**config.mk**
```make
export PLATFORM = sky130hd
export DESIGN_NAME = id_ex_pipeline_register
export DESIGN_NICKNAME = d
export VERILOG_FILES = /design/src/rtl/id_ex_pipeline_register.sv
export SDC_FILE = /design/constraint.sdc
export NUM_CORES = 1
export LEC_CHECK = 0
export ABC_CLOCK_PERIOD_IN_PS = 1100
export BUFFER_PORTS_ARGS = -buffer_cell sky130_fd_sc_hd__buf_2
export CORE_AREA = 2 2 145 147
export CTS_BUF_LIST = sky130_fd_sc_hd__clkbuf_4 sky130_fd_sc_hd__clkbuf_8 sky130_fd_sc_hd__clkbuf_16
export CTS_CLUSTER_DIAMETER = 50
export DETAILED_ROUTE_END_ITERATION = 8
export DIE_AREA = 0 0 147 149
export GPL_TIMING_DRIVEN = 0
export PLACE_DENSITY = 0.62
export SLEW_MARGIN = 10
export SYNTH_ARGS = -nofsm -noshare
export SYNTH_HDL_FRONTEND = slang
export SYNTH_SLANG_ARGS = --single-unit
```
**constraint.sdc**
```tcl
create_clock -name clk -period 1.1 [get_ports clk]
set_clock_uncertainty 0.2 [all_clocks]
set_input_delay 0.165 -clock clk [delete_from_list [all_inputs] [get_ports clk]]
set_output_delay 0.165 -clock clk [all_outputs]
set_load 0.1 [all_outputs]
```
**src/rtl/id_ex_pipeline_register.sv**
```systemverilog
// Decode-to-Execute pipeline register: captures decoded control, operands and
// register indices, with hazard-unit stall (hold) and flush (bubble) controls.
module id_ex_pipeline_register #(
  parameter int unsigned XLEN    = 32,
  parameter logic [2:0]  NOP_ALU = 3'b111
) (
  input  logic            clk,
  input  logic            rst,
  input  logic            StallE,
  input  logic            FlushE,
  input  logic            ValidD,
  input  logic            RegWriteD,
  input  logic [1:0]      ResultSrcD,
  input  logic            MemWriteD,
  input  logic            JumpD,
  input  logic            BranchD,
  input  logic [2:0]      ALUControlD,
  input  logic            ALUSrcD,
  input  logic [XLEN-1:0] RD1D,
  input  logic [XLEN-1:0] RD2D,
  input  logic [XLEN-1:0] PCD,
  input  logic [XLEN-1:0] ImmExtD,
  input  logic [XLEN-1:0] PCPlus4D,
  input  logic [4:0]      Rs1D,
  input  logic [4:0]      Rs2D,
  input  logic [4:0]      RdD,
  output logic            ValidE,
  output logic            RegWriteE,
  output logic [1:0]      ResultSrcE,
  output logic            MemWriteE,
  output logic            JumpE,
  output logic            BranchE,
  output logic [2:0]      ALUControlE,
  output logic            ALUSrcE,
  output logic [XLEN-1:0] RD1E,
  output logic [XLEN-1:0] RD2E,
  output logic [XLEN-1:0] PCE,
  output logic [XLEN-1:0] ImmExtE,
  output logic [XLEN-1:0] PCPlus4E,
  output logic [4:0]      Rs1E,
  output logic [4:0]      Rs2E,
  output logic [4:0]      RdE
);

  typedef struct packed {
    logic            valid;
    logic            regwrite;
    logic [1:0]      resultsrc;
    logic            memwrite;
    logic            jump;
    logic            branch;
    logic [2:0]      alucontrol;
    logic            alusrc;
    logic [XLEN-1:0] rd1;
    logic [XLEN-1:0] rd2;
    logic [XLEN-1:0] pc;
    logic [XLEN-1:0] immext;
    logic [XLEN-1:0] pcplus4;
    logic [4:0]      rs1;
    logic [4:0]      rs2;
    logic [4:0]      rd;
  } stage_t;

  stage_t stage_r;
  stage_t next_s;
  stage_t bubble_s;
  stage_t load_s;

  // Bubble contents shared by reset and flush: nothing commits, ALU idles.
  always_comb begin
    bubble_s            = '0;
    bubble_s.alucontrol = NOP_ALU;
  end

  // Decode-side capture; side-effect enables are gated so a non-valid slot can never commit.
  always_comb begin
    load_s.valid      = ValidD;
    load_s.regwrite   = RegWriteD & ValidD;
    load_s.resultsrc  = ResultSrcD;
    load_s.memwrite   = MemWriteD & ValidD;
    load_s.jump       = JumpD & ValidD;
    load_s.branch     = BranchD & ValidD;
    load_s.alucontrol = ALUControlD;
    load_s.alusrc     = ALUSrcD;
    load_s.rd1        = RD1D;
    load_s.rd2        = RD2D;
    load_s.pc         = PCD;
    load_s.immext     = ImmExtD;
    load_s.pcplus4    = PCPlus4D;
    load_s.rs1        = Rs1D;
    load_s.rs2        = Rs2D;
    load_s.rd         = RdD;
  end

  // Next-state selection: flush beats stall, stall beats a normal load.
  always_comb begin
    next_s = stage_r;
    if (FlushE) begin
      next_s = bubble_s;
    end else if (StallE) begin
      next_s = stage_r;
    end else begin
      next_s = load_s;
    end
  end

  // Stage register with synchronous reset taking priority over everything.
  always_ff @(posedge clk) begin
    if (rst) begin
      stage_r <= bubble_s;
    end else begin
      stage_r <= next_s;
    end
  end

  assign ValidE      = stage_r.valid;
  assign RegWriteE   = stage_r.regwrite;
  assign ResultSrcE  = stage_r.resultsrc;
  assign MemWriteE   = stage_r.memwrite;
  assign JumpE       = stage_r.jump;
  assign BranchE     = stage_r.branch;
  assign ALUControlE = stage_r.alucontrol;
  assign ALUSrcE     = stage_r.alusrc;
  assign RD1E        = stage_r.rd1;
  assign RD2E        = stage_r.rd2;
  assign PCE         = stage_r.pc;
  assign ImmExtE     = stage_r.immext;
  assign PCPlus4E    = stage_r.pcplus4;
  assign Rs1E        = stage_r.rs1;
  assign Rs2E        = stage_r.rs2;
  assign RdE         = stage_r.rd;

endmodule
```
==> results.sh <==
export IMPL_status="complete, but fails checks"
export IMPL_failed_checks="negative setup slack"
export IMPL_rr_worst_depth=3
export IMPL_grtUsageTotal_pct=23.9
export IMPL_end_kind="primary output"
export IMPL_clk_latency_ns=0.41
export IMPL_cp_start_kind="register"
export IMPL_required_ns=0.73
export IMPL_hold_end="ImmExtE[23]"
export IMPL_core_area_mm2=0.0206
export IMPL_final_period_utilization_pct=121
export IMPL_drt_antenna_violating_nets=0
export IMPL_syn_to_final_growth_pct=126
export IMPL_path_clk_slew_ns=0.08
export IMPL_powerDensity_mw_per_mm2=1150
export IMPL_netlist_area_mm2=0.00666
export IMPL_ys_ff_latch=186
export IMPL_final_nets=1393
export IMPL_cp_arrival_ns=0.97
export IMPL_hold_depth=4
export IMPL_syn_num_nets=796
export IMPL_grt_ovfl_total=0
export IMPL_drt_initial_drc_count=186
export IMPL_synth_area_leader_cell="dfxtp_1"
export IMPL_dr_pass1_iters=4
export IMPL_critPathMaxFanout=2
export IMPL_cts_buffers=17
export IMPL_reg2reg_from="PCE[12]"
export IMPL_totalWireLength_um=27200
export IMPL_fp_dieH_um=149
export IMPL_cts_sinks=186
export IMPL_worst_slack_ns=-0.236
export IMPL_synth_common_cells="dfxtp_1 (186), mux2i_1 (182), nor2_1 (180)"
export IMPL_drive_gt1_share_pct=53.3
export IMPL_htreeDepth=4
export IMPL_min_path_type="in2reg"
export IMPL_rsz0062_at_grt="yes"
export IMPL_avgSynthCellArea_um2=11.0
export IMPL_place_ws_ns=-0.303
export IMPL_max_cap_violations=0
export IMPL_syn_inst=606
export IMPL_layout_min_cycle_time_ns=1.34
export IMPL_row_count=53
export IMPL_start_util_pct=32.4
export IMPL_root_buffer="clkbuf_16"
export IMPL_crit_family="flip-flops"
export IMPL_die_w_um=147
export IMPL_netlist_area_leader_share_pct=55.9
export IMPL_grt_pass1_vias=7571
export IMPL_setup_viol=186
export IMPL_fmax_mhz=748
export IMPL_yosys_cell_types_count=11
export IMPL_critPathBufInv=1
export IMPL_vias=6778
export IMPL_synth_seq_area_share_pct=55.9
export IMPL_crit_path_cell_trace="buf_12"
export IMPL_die_area_mm2=0.0219
export IMPL_synth_ff_type="dfxtp_1"
export IMPL_io_pins=376
export IMPL_clock_path_buffers=2
export IMPL_post_route_util_pct=73.1
export IMPL_vias_per_cell=4.54
export IMPL_dpl_hpwl_um=15200
export IMPL_r2r_setup_slack_ns=0.02
export IMPL_worst_pin_slew_ns=0.524
export IMPL_final_hold_violation_count=0
export IMPL_ir_drop_uv=1030
export IMPL_critPathKind="reg2out"
export IMPL_synth_edf_count=0
export IMPL_wire_per_inst_um=18.2
export IMPL_worstHoldStart="StallE"
export IMPL_cpMaxStageDelayCell="dfxtp_4"
export IMPL_synth_area_leaders="dfxtp_1 (56%), mux2i_1 (27%), nor2_1 (10%)"
export IMPL_drc_errors=0
export IMPL_gp_congestion=0.785
export IMPL_max_stage_delay_ns=0.37
export IMPL_cts_tree="yes"
export IMPL_ys_warn_count=0
export IMPL_slew_violations=0
export IMPL_async_flop_share_pct=0
export IMPL_portBuffers=374
export IMPL_grt_pass1_wl_um=40700
export IMPL_leakage_nw=6.65
export IMPL_reg2reg_to="PCE[12]"
export IMPL_synthMostInstantiatedCell="dfxtp_1"
export IMPL_grt_start_max_net_pins=18
export IMPL_antenna_found_initial=2
export IMPL_slew_headroom_pct=65.1
kinds of logic (layout without fill, tap and decap cells):
group | count (synthesis) | in the layout | share of synthesized area, %
mux | 182 | 182 | 27.4
other cells | 0 | 2 | 0
simple gates | 192 | 192 | 11.1
buf+inv | 42 | 652 | 5.35
flops | 186 | 186 | 55.9
compound gates | 4 | 4 | 0.301
layout make-up:
class,count,area (µm²)
clock inverters,13,111
fillers,1223,5530
well taps,275,344
multi-input cells,378,2580
diodes,2,5.00
flip-flops and latches,186,4420
clock buffers,19,440
repair buffers,578,6670
plain buffers,42,460
where the power goes:
group	internal [W]	leakage, nW	switching, W	total [W]
sequential	0.00666	1.65	0.000252	0.00691
combinational	0.00199	4.74	0.00251	0.00451
clock	0.00301	0.254	0.00279	0.00580
timing repair:
item                                    4_1_cts  5_1_grt
setup buffers                                 1       15
resized for setup                           744        0
endpoints found under the setup margin      186      186
endpoints found under the hold margin       186        0
hold buffers                                188        0
registers in the layout, indices dropped and copies added, names as in the netlist:
signal / count
JumpE: 1
MemWriteE: 1
Rs2E: 5
PCPlus4E: 32
RdE: 5
ResultSrcE: 2
RD1E: 32
PCE: 32
ImmExtE: 32
BranchE: 1
RegWriteE: 1
ALUSrcE: 1
ALUControlE: 3
ValidE: 1
Rs1E: 5
RD2E: 32
worst max path at each step:
stage	depth (start not counted)	to	slack, ns	startpoint
floorplan	2	ALUSrcE	-0.03	ALUSrcE
global placement	5	PCE[31]	-0.28	FlushE
detailed placement	5	RD1E[29]	-0.30	FlushE
CTS	1	PCPlus4E[0]	-0.26	PCPlus4E[0]
global route	1	PCPlus4E[0]	-0.27	PCPlus4E[0]
finish	1	PCPlus4E[0]	-0.24	PCPlus4E[0]
worst reg2reg max path: cells and delay by family, from the launching register on:
kind,cells,cell delay [ns]
buf+inv,1,0.13
flops,1,0.36
mux,1,0.19
simple gates,1,0.08
layout by cell type (no fill, tap or decap):
cell / netlist / final
a21oi_1: 4 / 4
buf_12: 0 / 187
buf_2: 9 / 194
buf_4: 12 / 19
buf_6: 19 / 19
buf_8: 0 / 11
clkbuf_1: 2 / 1
clkbuf_16: 0 / 17
clkbuf_2: 0 / 1
clkbuf_4: 0 / 2
clkinv_1: 0 / 1
clkinv_4: 0 / 1
clkinvlp_4: 0 / 6
dfxtp_2: 0 / 1
dfxtp_4: 0 / 185
diode_2: 0 / 2
dlygate4sd3_1: 0 / 188
inv_6: 0 / 1
inv_8: 0 / 4
mux2i_1: 182 / 182
nand2_1: 7 / 7
nand3b_1: 4 / 4
nor2_1: 180 / 180
or2_1: 1 / 1
metrics by stage:
stage	cell area, µm²	std cells	hold WS (ns)	TNS [ns]	total power [W]
2_1_floorplan	7460	606	0.0733	-0.0326	0.00935
3_3_place_gp	9680	1255	0.180	-35.99	0.0100
3_5_place_dp	9680	1255	0.179	-39.00	0.0101
4_1_cts	14900	1476	0.0963	-43.71	0.0172
5_1_grt	15000	1493	0.118	-46.75	0.0179
6_report	15000	1493	0.113	-39.71	0.0172
per-layer routing:
metal	vias up	routed length [µm]	share of wire [%]	GRT usage (%)
met3	53	2040	7.5	8.35
met1	3231	9800	36	24.0
li1	3199	-	-	-
met2	295	14600	54	45.9
met4	0	781	2.9	7.93
met5	-	0	0	0
Note: power is estimated with default switching activity, not from simulation.
